## config.mk

```make
export PLATFORM = sky130hd
export DESIGN_NAME = song_sequencer
export DESIGN_NICKNAME = d
export VERILOG_FILES = /design/src/rtl/song_sequencer.sv
export SDC_FILE = /design/constraint.sdc
export NUM_CORES = 1
export LEC_CHECK = 0
export CORE_MARGIN = 2
export CORE_UTILIZATION = 51
export CTS_BUF_LIST = sky130_fd_sc_hd__clkbuf_2 sky130_fd_sc_hd__clkbuf_4 sky130_fd_sc_hd__clkbuf_8
export DETAILED_ROUTE_END_ITERATION = 7
export PLACE_DENSITY = 0.88
export SLEW_MARGIN = 30
export SYNTH_ARGS = -nofsm -noshare
export SYNTH_HDL_FRONTEND = slang
export SYNTH_SLANG_ARGS = --single-unit
```

## constraint.sdc

```tcl
create_clock -name clk -period 5.41 [get_ports clk]
set_clock_uncertainty 0.05 [all_clocks]
set_input_delay 1.082 -clock clk [delete_from_list [all_inputs] [get_ports clk]]
set_output_delay 1.082 -clock clk [all_outputs]
set_load 0.02 [all_outputs]
```

## src/rtl/song_sequencer.sv

```systemverilog
// song_sequencer
//
// Upstream feeder for note_player. Walks one song held in a synchronous song
// ROM. For each entry it presents the note/duration pair together with a
// one-cycle load_new_note pulse. It then waits for note_player's
// done_with_note level before fetching the next entry. A zero duration marks
// the end of a song. A song that fills every slot ends after its last index.
//
// Ports:
//   clk               system clock
//   reset             synchronous, active-high reset
//   play              1 = advance through the song, 0 = pause (takes effect in WAIT)
//   song_sel          song to play; changing it mid-song restarts from IDLE
//   rom_addr          {song, note_idx} to the song ROM, registered
//   rom_data          ROM word, [11:6] note, [5:0] duration; valid 1 cycle after rom_addr
//   note_to_load      note for note_player, registered
//   duration_to_load  duration in beats, registered
//   load_new_note     one-cycle pulse; note/duration are valid in the same cycle
//   done_with_note    level from note_player; high = current note finished
//   song_done         high from end of song until reset or song change
module song_sequencer #(
    parameter int SONG_SEL_WIDTH = 2,
    parameter int NOTE_IDX_WIDTH = 5
) (
    input  logic                                     clk,
    input  logic                                     reset,
    input  logic                                     play,
    input  logic [SONG_SEL_WIDTH-1:0]                song_sel,
    output logic [SONG_SEL_WIDTH+NOTE_IDX_WIDTH-1:0] rom_addr,
    input  logic [11:0]                              rom_data,
    output logic [5:0]                               note_to_load,
    output logic [5:0]                               duration_to_load,
    output logic                                     load_new_note,
    input  logic                                     done_with_note,
    output logic                                     song_done
);

    typedef enum logic [2:0] {
        S_IDLE,
        S_FETCH,
        S_READ,
        S_LOAD,
        S_GUARD,
        S_WAIT,
        S_END
    } state_t;

    localparam logic [NOTE_IDX_WIDTH-1:0] LAST_IDX = '1;
    localparam logic [NOTE_IDX_WIDTH-1:0] FIRST_IDX = '0;

    state_t                    state;
    logic [NOTE_IDX_WIDTH-1:0] note_idx;
    logic [NOTE_IDX_WIDTH-1:0] next_idx;
    logic [SONG_SEL_WIDTH-1:0] song;
    logic                      song_changed;
    logic [5:0]                rom_note;
    logic [5:0]                rom_duration;

    assign next_idx     = note_idx + 1'b1;
    assign rom_note     = rom_data[11:6];
    assign rom_duration = rom_data[5:0];

    // IDLE tracks song_sel every cycle, so only the other states can see a change.
    assign song_changed = (state != S_IDLE) && (song_sel != song);

    // NOTE: every register below is assigned with <= so all of them update
    // together on the clock edge, and each sees the others' pre-edge values.
    always_ff @(posedge clk) begin
        if (reset) begin
            state            <= S_IDLE;
            note_idx         <= '0;
            song             <= '0;
            rom_addr         <= '0;
            note_to_load     <= '0;
            duration_to_load <= '0;
            load_new_note    <= 1'b0;
            song_done        <= 1'b0;
        end else if (song_changed) begin
            // Abandon whatever was in flight, including a load about to pulse.
            state         <= S_IDLE;
            note_idx      <= '0;
            song          <= song_sel;
            rom_addr      <= {song_sel, FIRST_IDX};
            load_new_note <= 1'b0;
            song_done     <= 1'b0;
        end else begin
            // The pulse is raised only on the READ->LOAD edge, so it lasts one cycle.
            load_new_note <= 1'b0;

            unique case (state)
                S_IDLE: begin
                    note_idx <= '0;
                    song     <= song_sel;
                    rom_addr <= {song_sel, FIRST_IDX};
                    if (play) begin
                        state <= S_FETCH;
                    end
                end

                // The ROM registers rom_addr at the end of this cycle.
                S_FETCH: state <= S_READ;

                S_READ: begin
                    if (rom_duration == 6'd0) begin
                        // End marker: the last loaded note stays on the outputs.
                        state     <= S_END;
                        song_done <= 1'b1;
                    end else begin
                        note_to_load     <= rom_note;
                        duration_to_load <= rom_duration;
                        load_new_note    <= 1'b1;
                        state            <= S_LOAD;
                    end
                end

                S_LOAD: state <= S_GUARD;

                // done_with_note may still be high from the previous note here.
                S_GUARD: state <= S_WAIT;

                S_WAIT: begin
                    if (done_with_note && play) begin
                        if (note_idx == LAST_IDX) begin
                            // A full song ends here instead of wrapping to index 0.
                            state     <= S_END;
                            song_done <= 1'b1;
                        end else begin
                            note_idx <= next_idx;
                            rom_addr <= {song, next_idx};
                            state    <= S_FETCH;
                        end
                    end
                end

                S_END: song_done <= 1'b1;

                default: state <= S_IDLE;
            endcase
        end
    end

endmodule

```

### Word-level counts from Yosys, hierarchy flattened

Index checks and enable logic that the tools add are counted.

* bits in registers: 31
* latch bits: 0
* bits in writable memories: 0
* memory bits (read-only): 0
* input bits: 18
* output and inout port bits: 21
* logic and storage cells: 64
* memories: 0

* add/subtract/negate cells: 1
* multiply operators: 0
* divide/modulo/power cells: 0
* magnitude comparators: 0
* eq/ne operators: 15
* shifts and indexed selects: 0
* mux-type cells: 19
* bitwise operators: 4
* reductions and logical operators: 16

Operators with widths (count)
* $mux W7: 3
* $pmux W3 S7: 1
* $pmux W7 S2: 1
* $mux W3: 4
* $reduce_and A3 Y1: 4
* $mux W5: 2
* $ne A2 B2 Y1 const B: 5
* $pmux W5 S2: 1
* $eq A3 B3 Y1 const B: 3
* $reduce_bool A3 Y1: 3
* $eq A3 B2 Y1 const B: 2
* $logic_not A6 Y1: 1
* $ne A3 B3 Y1 const B: 2
* $add A5 B1 Y5 const B: 1
* $eq A5 B5 Y1 const B: 1
* $mux W1: 4
* $mux W2: 2
* $not A1 Y1: 4
* $reduce_and A4 Y1: 1
* $reduce_bool A2 Y1: 2
* $eq A3 B1 Y1 const B: 1
* $logic_not A3 Y1: 1
* $pmux W1 S3: 1
* $reduce_or A3 Y1: 1
* other kinds (3): 4

### Depth between registers and ports, before layout

Gate-level depths: netlist (run 1).

* depth after elaboration: 5
* gate-level depth with buffers: 7
* mapped depth without buffers: 7

### Worst setup path after synthesis (run 1)

No wires, ideal clock.

* path type: input to register
* start: input port rom_data[1]
* end: register duration_to_load[0]
* library setup time: 0.118 ns
* arrival time: 2.338 ns
* data required time: 5.242 ns
* path slack: 2.904 ns
* cell stages on the path: 6
* buffers on the path: 2
* cell sequence: or4_4 > nor3_4 > and4b_1 > buf_6 > buf_12 > mux2i_1

* word-level cells in the longest chain between the ends: 3

RTL lines
* start: declaration: RTL line 30 `input logic [11:0] rom_data,`
* $logic_not A6 Y1: RTL line 104 `if (rom_duration == 6'd0) begin`
* $not A1 Y1 (no source line)
* $reduce_and A3 Y1 (no source line)
* end signal: assignment: RTL line 110 `duration_to_load <= rom_duration;`
* end: declaration: RTL line 32 `output logic [5:0] duration_to_load,`

Every way passes these cells.
A chain may end at the register's enable or synchronous reset.

### Final worst setup path (run 1)

* start: input port rom_data[1]
* end: register load_new_note

* word-level cells in the longest chain between the ends: 2

RTL lines
* $logic_not A6 Y1: RTL line 104
* $mux W1: RTL line 104
* end signal: assignment: RTL line 84 `load_new_note <= 1'b0;`
* end signal: assignment: RTL line 88 `load_new_note <= 1'b0;`
* end signal: assignment: RTL line 111 `load_new_note <= 1'b1;`
* end: declaration: RTL line 33 `output logic load_new_note,`

Every way passes these cells.

==> reports/qor.csv, run 1 <==
metric,value,unit
status,"complete, no violations",
total grt overflow,0,
Synth top area share,0.4094,
Crit Path Class,primary input to flop,
DR iter-0 viols,10,
maximum vdd ir drop,167.0,uV
CP Buf/Inv Count,1,
power consumption,0.0004198,W
Post-DP HPWL,1968,um
crit-path max FO,13,
Layout Nets,190,
#FFs+latches synth,26,
Synth cell types,38,
detailed-route via count,1061,
Rows,18,
CP max stage delay,0.56,ns
vias in the first global route,1001,
final instance area,1688,sq um
Hold Fails Final Rpt,0,
Clock Sinks,26,
clock root buffer master,clkbuf_4,
Clock transition at path regs,0.14,ns
largest net degree at the start of global routing,32,
Antenna diodes,0,
Worst Path Required,5.55,ns
Hold Path Class,flop to flop,
ANT nets after route,0,
CTS tree,built,
Startpoint Class,primary input,
Core Box Area,2410,sq um
gr usage total,0.1862,
Reg power frac,0.499,
Num CTS Buffers,3,
fraction of layout instances using a drive strength above 1,0.05357,
drt first pass iters,4,
gpl congestion,0.8361,
synth cell count leaders,"26 x dfxtp_1, 24 x nand2b_1, 12 x mux2i_1, 6 x nor2_1, 6 x nor2b_1",
fmax,357.8,MHz
fin util,0.7004,
Mapped Avg Cell Area,9.487,sq um
async set-reset flop share out of synthesis,0,
Initial Utilization,0.5275,
post-layout minimum cycle time,2.795,ns
Critical Path AT,2.94,ns
synth warn,0,
most common cell in the netlist,dfxtp_1,
number of flops mapped to enable cells by yosys,0,
Static Leak,0.5869,nW
DRC Markers,0,
RSZ-0062 raised after global routing,no,
post-synthesis sequential area ratio,0.4094,
IO Port Bufs,38,
post-CTS setup buffers,0,
Post-Place Setup Slack,2.258,ns
Post-Syn Area,1271,sq um
max-cap violation count,0,
Max Root-Sink Buffers,2,
Logic pwr share,0.188,
switch share,0.2504,
initial antenna violation count,0,
Die Y,53.93,um
Hold Buf Count CTS,0,
DR vias/cell,5.359,
Clk pwr share,0.313,
final WL,2568,um
post_cts resized,0,
slew margin rel.,0.4944,
pwr/cell area,248.7,nW/um^2
DR WL/cell,12.97,um
critical path capture point type,flop,
Chip Width,53.93,um
clock latency on the worst-skew pair,0.32,ns
final setup fails,0,
largest area contributor in the netlist,dfxtp_1,
Synth area leaders,"dfxtp_1 41%, nand2b_1 12%, mux2i_1 9.4%, ha_1 3.0%, nor2b_1 3.0%",
syn_nets,155,
fin crit share,0.5166,
H-tree Lvls,1,
dpl cell area,1635,sq um
Synth Flop Type,dfxtp_1,
sw power,0.0001051,W
IO Pins,39,
Tightest Pin Transition,0.7561,ns
TNS Setup,0,ns
Worst Slack Setup Final,2.615,ns
"Slowest-stage cell, CP",or4_4,
CP cell instances,"clkdlybuf4s50_1, or4_4, nor3_4, and4b_1, nor2b_1",
Internal,0.0003147,W
Area Overhead vs Synth,32.78,%
first-pass GRT wire length,3988,um
Final Slew Violations,0,
Post-Synthesis Cells,134,
die area,2908,sq um
"CP delay by family, top",simple AND/OR/NAND/NOR gates,
-- layout by cell type (no fill, tap or decap), types with 2 or more instances in the layout --
master	n
clkdlybuf4s50_1	38
dfxtp_1	26
nand2b_1	24
mux2i_1	12
nor2_1	6
nor2b_1	6
a21oi_1	5
inv_1	4
o21ai_0	4
nor3_1	3
nand3_1	3
nand4_1	3
or3_1	3
ha_1	3
clkbuf_4	3
xor2_1	2
mux2_2	2
nand2_1	2
-- state kept, by name (all words and copies together), names as in the netlist --
register	flops
rom_addr	6
note_idx	1
note_to_load	6
duration_to_load	6
state	3
load_new_note	1
song	2
song_done	1
-- worst paths after layout --
path                                     startpoint             endpoint  slack [ns]  depth (start not counted)
worst max-delay path                    rom_data[1]        load_new_note        2.62                          5
worst min-delay path            duration_to_load[0]  duration_to_load[0]        0.44                          2
worst min register to register  duration_to_load[0]  duration_to_load[0]        0.44                          2
worst max register to register          rom_addr[0]          rom_addr[3]        3.42                          6
-- metal layers --
metal	part of all wire	track usage	routed length [um]	vias to the layer above
met5	0	0	0	-
met4	0.011	0.06410	27	0
met3	0.056	0.02500	145	4
met2	0.50	0.3394	1293	32
met1	0.43	0.2213	1102	496
li1	-	-	-	529
-- worst min-delay path, stage by stage, from the launching register on --
cell	delay, ns
dfxtp_1	0.34
nand2b_1	0.07
mux2i_1	0.06
-- final cells by class --
type,instances,area [sq um]
clock buffer,3,22.52
clock inverter,1,30.03
fill,194,721.9
inverter,4,15.01
multi-input combinational,96,681.9
sequential,26,520.5
tap,30,37.54
timing repair buffer,38,380.4
-- cells by family (layout without fill, tap and decap cells) --
logic type / count (synthesis) / count (layout) / share of synthesized area
adders and majority gates: 3 / 3 / 0.02953
AOI/OAI and AO/OA: 19 / 19 / 0.09942
DFF: 26 / 26 / 0.4094
xor gates and xnor gates: 3 / 3 / 0.02067
and+or+nand+nor: 57 / 57 / 0.2746
muxes: 14 / 14 / 0.1122
buffers and inverters: 12 / 46 / 0.05413
-- power by group through the flow --
stage	registers, W	clock network (W)	logic (W)
finish	0.000210	0.000131	0.0000787
global route	0.000211	0.000142	0.0000864
CTS	0.000210	0.000136	0.0000796
detailed placement	0.000214	0	0.0000790
global placement	0.000213	0	0.0000763
floorplan	0.000212	0	0.0000508
-- stage by stage --
| step | hold slack, ns | instances |
|---|---|---|
| detailed placement | 0.4150 | 194 |
| global placement | 0.4085 | 194 |
| finish | 0.4378 | 198 |
| global route | 0.4591 | 198 |
| floorplan | 0.4960 | 134 |
| CTS | 0.4431 | 198 |
No activity file was read; power rests on OpenSTA's default activity.
==> inputs of run 2 (changes only) <==
- CORE_UTILIZATION: 51 -> 48
- PLACE_DENSITY: 0.88 -> 0.84
- clock period: 5.41 -> 2.6 ns (I/O delays scaled with it)
==> run 2 against run 1 <==
Effect of this change:
- clock power rose by 110%
- worst hold slack got worse by 0.0072 ns
- register-to-register slack got worse by 2.8 ns
- sequential cell count did not move
- worst setup slack got worse by 2.1 ns
- combinational power rose by 110%
- clock-buffer cell count did not move
- power rose by 110%
- largest power group unchanged
- die area rose by 5.8%
- cell count rose by 1.0%
- via count rose by 0.75%
- sequential power rose by 110%
- critical path type unchanged
- largest cell class unchanged
==> reports/qor.csv, run 2 (synthesis gave the netlist of run 1 again) <==
metric,value,unit
die area,3076,sq um
post-layout minimum cycle time,2.107,ns
DR vias/cell,5.345,
H-tree Lvls,1,
area occupied by multi-input gates,681.9,sq um
vias in the first global route,978,
Clock transition at path regs,0.14,ns
final instance area,1703,sq um
worst setup path end,duration_to_load[1],
Tightest Pin Transition,0.4765,ns
CP max stage delay,0.56,ns
Hold Buf Count CTS,0,
fmax,474.5,MHz
TNS Setup,0,ns
max-cap violation count,0,
Rows,18,
initial antenna violation count,0,
status,"complete, no violations",
IO Port Bufs,38,
fin util,0.6812,
CTS tree,built,
ANT nets after route,0,
clock latency on the worst-skew pair,0.33,ns
largest registers,"duration_to_load (6), note_to_load (6), rom_addr (6)",
RSZ-0062 raised after global routing,no,
pwr/cell area,517.2,nW/um^2
final setup fails,0,
Area Overhead vs Synth,33.96,%
Core Box Area,2500,sq um
Initial Utilization,0.5085,
DR iter-0 viols,24,
Chip Width,55.46,um
flop2flop setup slack,0.58,ns
total grt overflow,0,
post-CTS setup buffers,0,
Antenna diodes,0,
post_cts resized,0,
critical path capture point type,flop,
Hold Path Class,flop to flop,
Die Y,55.46,um
Startpoint Class,primary input,
fraction of layout instances using a drive strength above 1,0.06471,
crit-path max FO,12,
Static Leak,0.5972,nW
slew margin rel.,0.6794,
Layout Nets,192,
Setup crit start,rom_data[1],
gr usage total,0.1778,
R2R depth,6,
Worst Path Required,2.77,ns
clock root buffer master,clkbuf_4,
Post-DP HPWL,2002,um
Final Slew Violations,0,
Critical Path AT,2.28,ns
Hold Fails Final Rpt,0,
Register Area,520.5,sq um
total of fill cells in the finished design,194,
most frequent cells in the layout,"38 x clkdlybuf4s50_1, 26 x dfxtp_1, 24 x nand2b_1",
detailed-route via count,1069,
Clock Sinks,26,
IO Pins,39,
R2R Path End,rom_addr[3],
"most common cell after layout, fill and taps aside",clkdlybuf4s50_1,
largest net degree at the start of global routing,24,
"Slowest-stage cell, CP",or4_4,
dpl cell area,1650,sq um
DRC Markers,0,
Num CTS Buffers,3,
final WL,2691,um
first-pass GRT wire length,4388,um
drt first pass iters,4,
gpl congestion,0.8179,
Max Root-Sink Buffers,2,
Crit Path Class,primary input to flop,
fin crit share,0.8106,
Worst R2R Start,rom_addr[0],
DR WL/cell,13.46,um
CP cell instances,"clkdlybuf4s50_1, or4_4, nor3_4, and4b_1, buf_4, mux2i_1",
maximum vdd ir drop,409.9,uV
==> run 2: cell types whose count changed in the layout (fill, tap and decap cells not counted) <==
cell	change
buf_4	+2
==> run 2: worst min path at each step <==
stage | from | to | slack (ns) | cells after the start
4_1_cts | duration_to_load[4] | duration_to_load[4] | 0.44 | 2
2_1_floorplan | duration_to_load[5] | duration_to_load[5] | 0.50 | 2
3_3_place_gp | note_to_load[2] | note_to_load[2] | 0.41 | 2
3_5_place_dp | duration_to_load[4] | duration_to_load[4] | 0.42 | 2
6_report | duration_to_load[4] | duration_to_load[4] | 0.43 | 2
5_1_grt | duration_to_load[4] | duration_to_load[4] | 0.46 | 2
==> run 2: layer usage <==
metal / global-route usage / vias up / routed length [um]
met4: 0.07317 / 0 / 45
met5: 0 / - / 0
li1: - / 535 / -
met2: 0.3010 / 38 / 1282
met3: 0.03981 / 4 / 169
met1: 0.2163 / 492 / 1194
==> run 2: worst max-delay path: cells and delay by family <==
family | cells | cell delay, ns
buf+inv | 2 | 0.63
mux | 1 | 0.14
simple gates | 3 | 0.98
==> run 2: area by class of cell <==
class                           instances  share of cell area
Multi-Input combinational cell         96              0.4004
Sequential cell                        26              0.3057
Clock inverter                          1             0.01763
Clock buffer                            3             0.01323
Tap cell                               30             0.02204
Inverter                                4            0.008817
Timing Repair Buffer                   40              0.2322
==> run 2: metrics by stage <==
step | power [W] | hold slack [ns] | std cells | setup slack, ns
after floorplan | 0.0005470 | 0.4960 | 134 | 0.6562
after global placement | 0.0006043 | 0.4073 | 196 | 0.2123
after detailed placement | 0.0006087 | 0.4178 | 196 | 0.1486
after CTS | 0.0008849 | 0.4388 | 200 | 0.4912
after global routing | 0.0009211 | 0.4587 | 200 | 0.4432
final | 0.0008807 | 0.4306 | 200 | 0.4925
==> run 2: report_power, final <==
| group | internal, W | total [W] | switching (W) |
|---|---|---|---|
| sequential | 0.000415 | 0.000436 | 0.0000215 |
| clock | 0.000156 | 0.000279 | 0.000123 |
| combinational | 0.0000856 | 0.000165 | 0.0000795 |
| total | 0.000657 | 0.000881 | 0.000224 |
==> inputs of run 3 (changes only) <==
- clock period: 2.6 -> 2 ns (I/O delays scaled with it)
==> run 3 against run 2 <==
Effect of this change:
- register-to-register slack got worse by 0.46 ns
- via count increased by 2.8%
- worst setup slack got worse by 0.37 ns
- worst hold slack improved by 0.00097 ns
- critical path depth unchanged
- critical path type is now flop to flop
- largest cell class unchanged
- highest routed layer unchanged
==> reports/qor.csv, run 3 (synthesis gave the netlist of run 1 again) <==
metric,value,unit
status,"complete, no violations",
fmax,532.9,MHz
fin crit share,0.9382,
most frequent cells in the layout,"38 x clkdlybuf4s50_1, 24 x nand2b_1, 24 x dfxtp_1",
Crit Path Class,flop to flop,
IO Port Bufs,38,
ANT nets after route,0,
Hold Slack,0.4316,ns
slew margin rel.,0.6729,
WL met1,1163,um
clock root buffer master,clkbuf_4,
fraction of layout instances using a drive strength above 1,0.1436,
largest registers,"duration_to_load (6), note_to_load (6), rom_addr (6)",
first-pass GRT wire length,4692,um
RSZ-0062 raised after global routing,no,
Post-Place Setup Slack,-0.2106,ns
DR vias/cell,5.209,
Antenna diodes,0,
die area,3076,sq um
critical path capture point type,flop,
hold endpoint,duration_to_load[0],
Hold Path Stages,2,
final setup fails,0,
HP Start,duration_to_load[0],
final WL,2657,um
post-layout minimum cycle time,1.876,ns
largest net degree at the start of global routing,22,
DR iter-0 viols,20,
Static Leak,0.6490,nW
crit-path max FO,6,
Chip Width,55.46,um
initial antenna violation count,0,
Worst Slack Setup Final,0.1236,ns
Post-DP HPWL,2055,um
DR WL/cell,12.59,um
Hold Fails Final Rpt,0,
Layout Nets,204,
Tightest Pin Transition,0.4861,ns
"CP delay by family, top",simple AND/OR/NAND/NOR gates,
Core Box Area,2500,sq um
DRC Markers,0,
maximum vdd ir drop,513.0,uV
Area Overhead vs Synth,40.55,%
Max Root-Sink Buffers,2,
gr usage total,0.1886,
"Slowest-stage cell, CP",or3_4,
Rows,18,
Num CTS Buffers,3,
Worst Path Required,2.21,ns
"most common cell after layout, fill and taps aside",clkdlybuf4s50_1,
vias in the first global route,1075,
area occupied by multi-input gates,690.7,sq um
Die Y,55.46,um
R2R depth,6,
drt first pass iters,4,
max-cap violation count,0,
Final Slew Violations,0,
met2 routed WL,1303,um
IO Pins,39,
total grt overflow,0,
Critical Path AT,2.09,ns
pwr/cell area,584.6,nW/um^2
gpl congestion,0.8602,
H-tree Lvls,1,
Worst R2R Start,rom_addr[0],
flop2flop setup slack,0.12,ns
routed wl met3,149,um
detailed-route via count,1099,
Register Area,523.0,sq um
CP Buf/Inv Count,0,
total of fill cells in the finished design,188,
Hold Path Class,flop to flop,
Initial Utilization,0.5085,
Levels on crit path,6,
max layer used,met4,
Clock transition at path regs,0.13,ns
R2R Path End,rom_addr[3],
Clock Sinks,26,
clock latency on the worst-skew pair,0.31,ns
Startpoint Class,flop,
CTS tree,built,
CP cell instances,"ha_1, and3_1, ha_1, o31a_1, or3_4, a21boi_2",
CP max stage delay,0.39,ns
"most used cell, CP",ha_1,
## run 3: cell types whose count changed in the layout (fill, tap and decap cells not counted), sizes merged
cell	before	now
bufinv	1	0
buf	2	14
## run 3: power breakdown
group / leakage, nW / internal (W) / switching, W / total [W]
sequential: 0.212 / 0.000539 / 0.0000231 / 0.000563
combinational: 0.423 / 0.000150 / 0.000116 / 0.000267
clock: 0.0138 / 0.0000705 / 0.000145 / 0.000215
## run 3: area by class of cell
type,count,area share
clock buffers,3,0.01261
inverters,4,0.008403
multi-input cells,96,0.3866
flip-flops and latches,26,0.2927
well taps,30,0.02101
repair buffers,52,0.2787
## run 3: worst max path at each step
| stage | endpoint | startpoint |
|---|---|---|
| final | rom_addr[3] | rom_addr[0] |
| after floorplan | rom_addr[3] | rom_addr[0] |
| after CTS | rom_addr[3] | rom_addr[1] |
| after global placement | note_to_load[2] | rom_data[1] |
| after detailed placement | duration_to_load[2] | rom_data[1] |
| after global routing | rom_addr[3] | rom_addr[0] |
## run 3: worst reg2reg max path: cells and delay by family (launching register included)
kind | cells | cell delay [ns]
adder cells (fa/ha/maj) | 2 | 0.40
flip-flops | 1 | 0.35
AND/OR/NAND/NOR | 2 | 0.59
AO/OA/AOI/OAI | 2 | 0.45
## run 3: repair_timing
item	4_1_cts	5_1_grt
endpoints found under the setup margin	0	2
hold buffers	0	0
gates resized for setup	0	4
buffers inserted	0	2
## run 3: metrics by stage
stage	util	cells	area (sq um)	setup TNS (ns)	total power, W
floorplan	-	134	1271	0	0.0007111
global placement	0.6952	206	1738	-2.249	0.0008141
detailed placement	0.6952	206	1738	-2.523	0.0008203
CTS	0.7042	209	1760	0	0.001037
global route	0.7147	211	1787	0	0.001101
finish	0.7147	211	1787	0	0.001045
## run 3: routing by layer
layer | vias up | track usage
met2 | 37 | 0.3435
met5 | - | 0
met4 | 0 | 0.07317
met1 | 500 | 0.2138
met3 | 4 | 0.03747
li1 | 558 | -
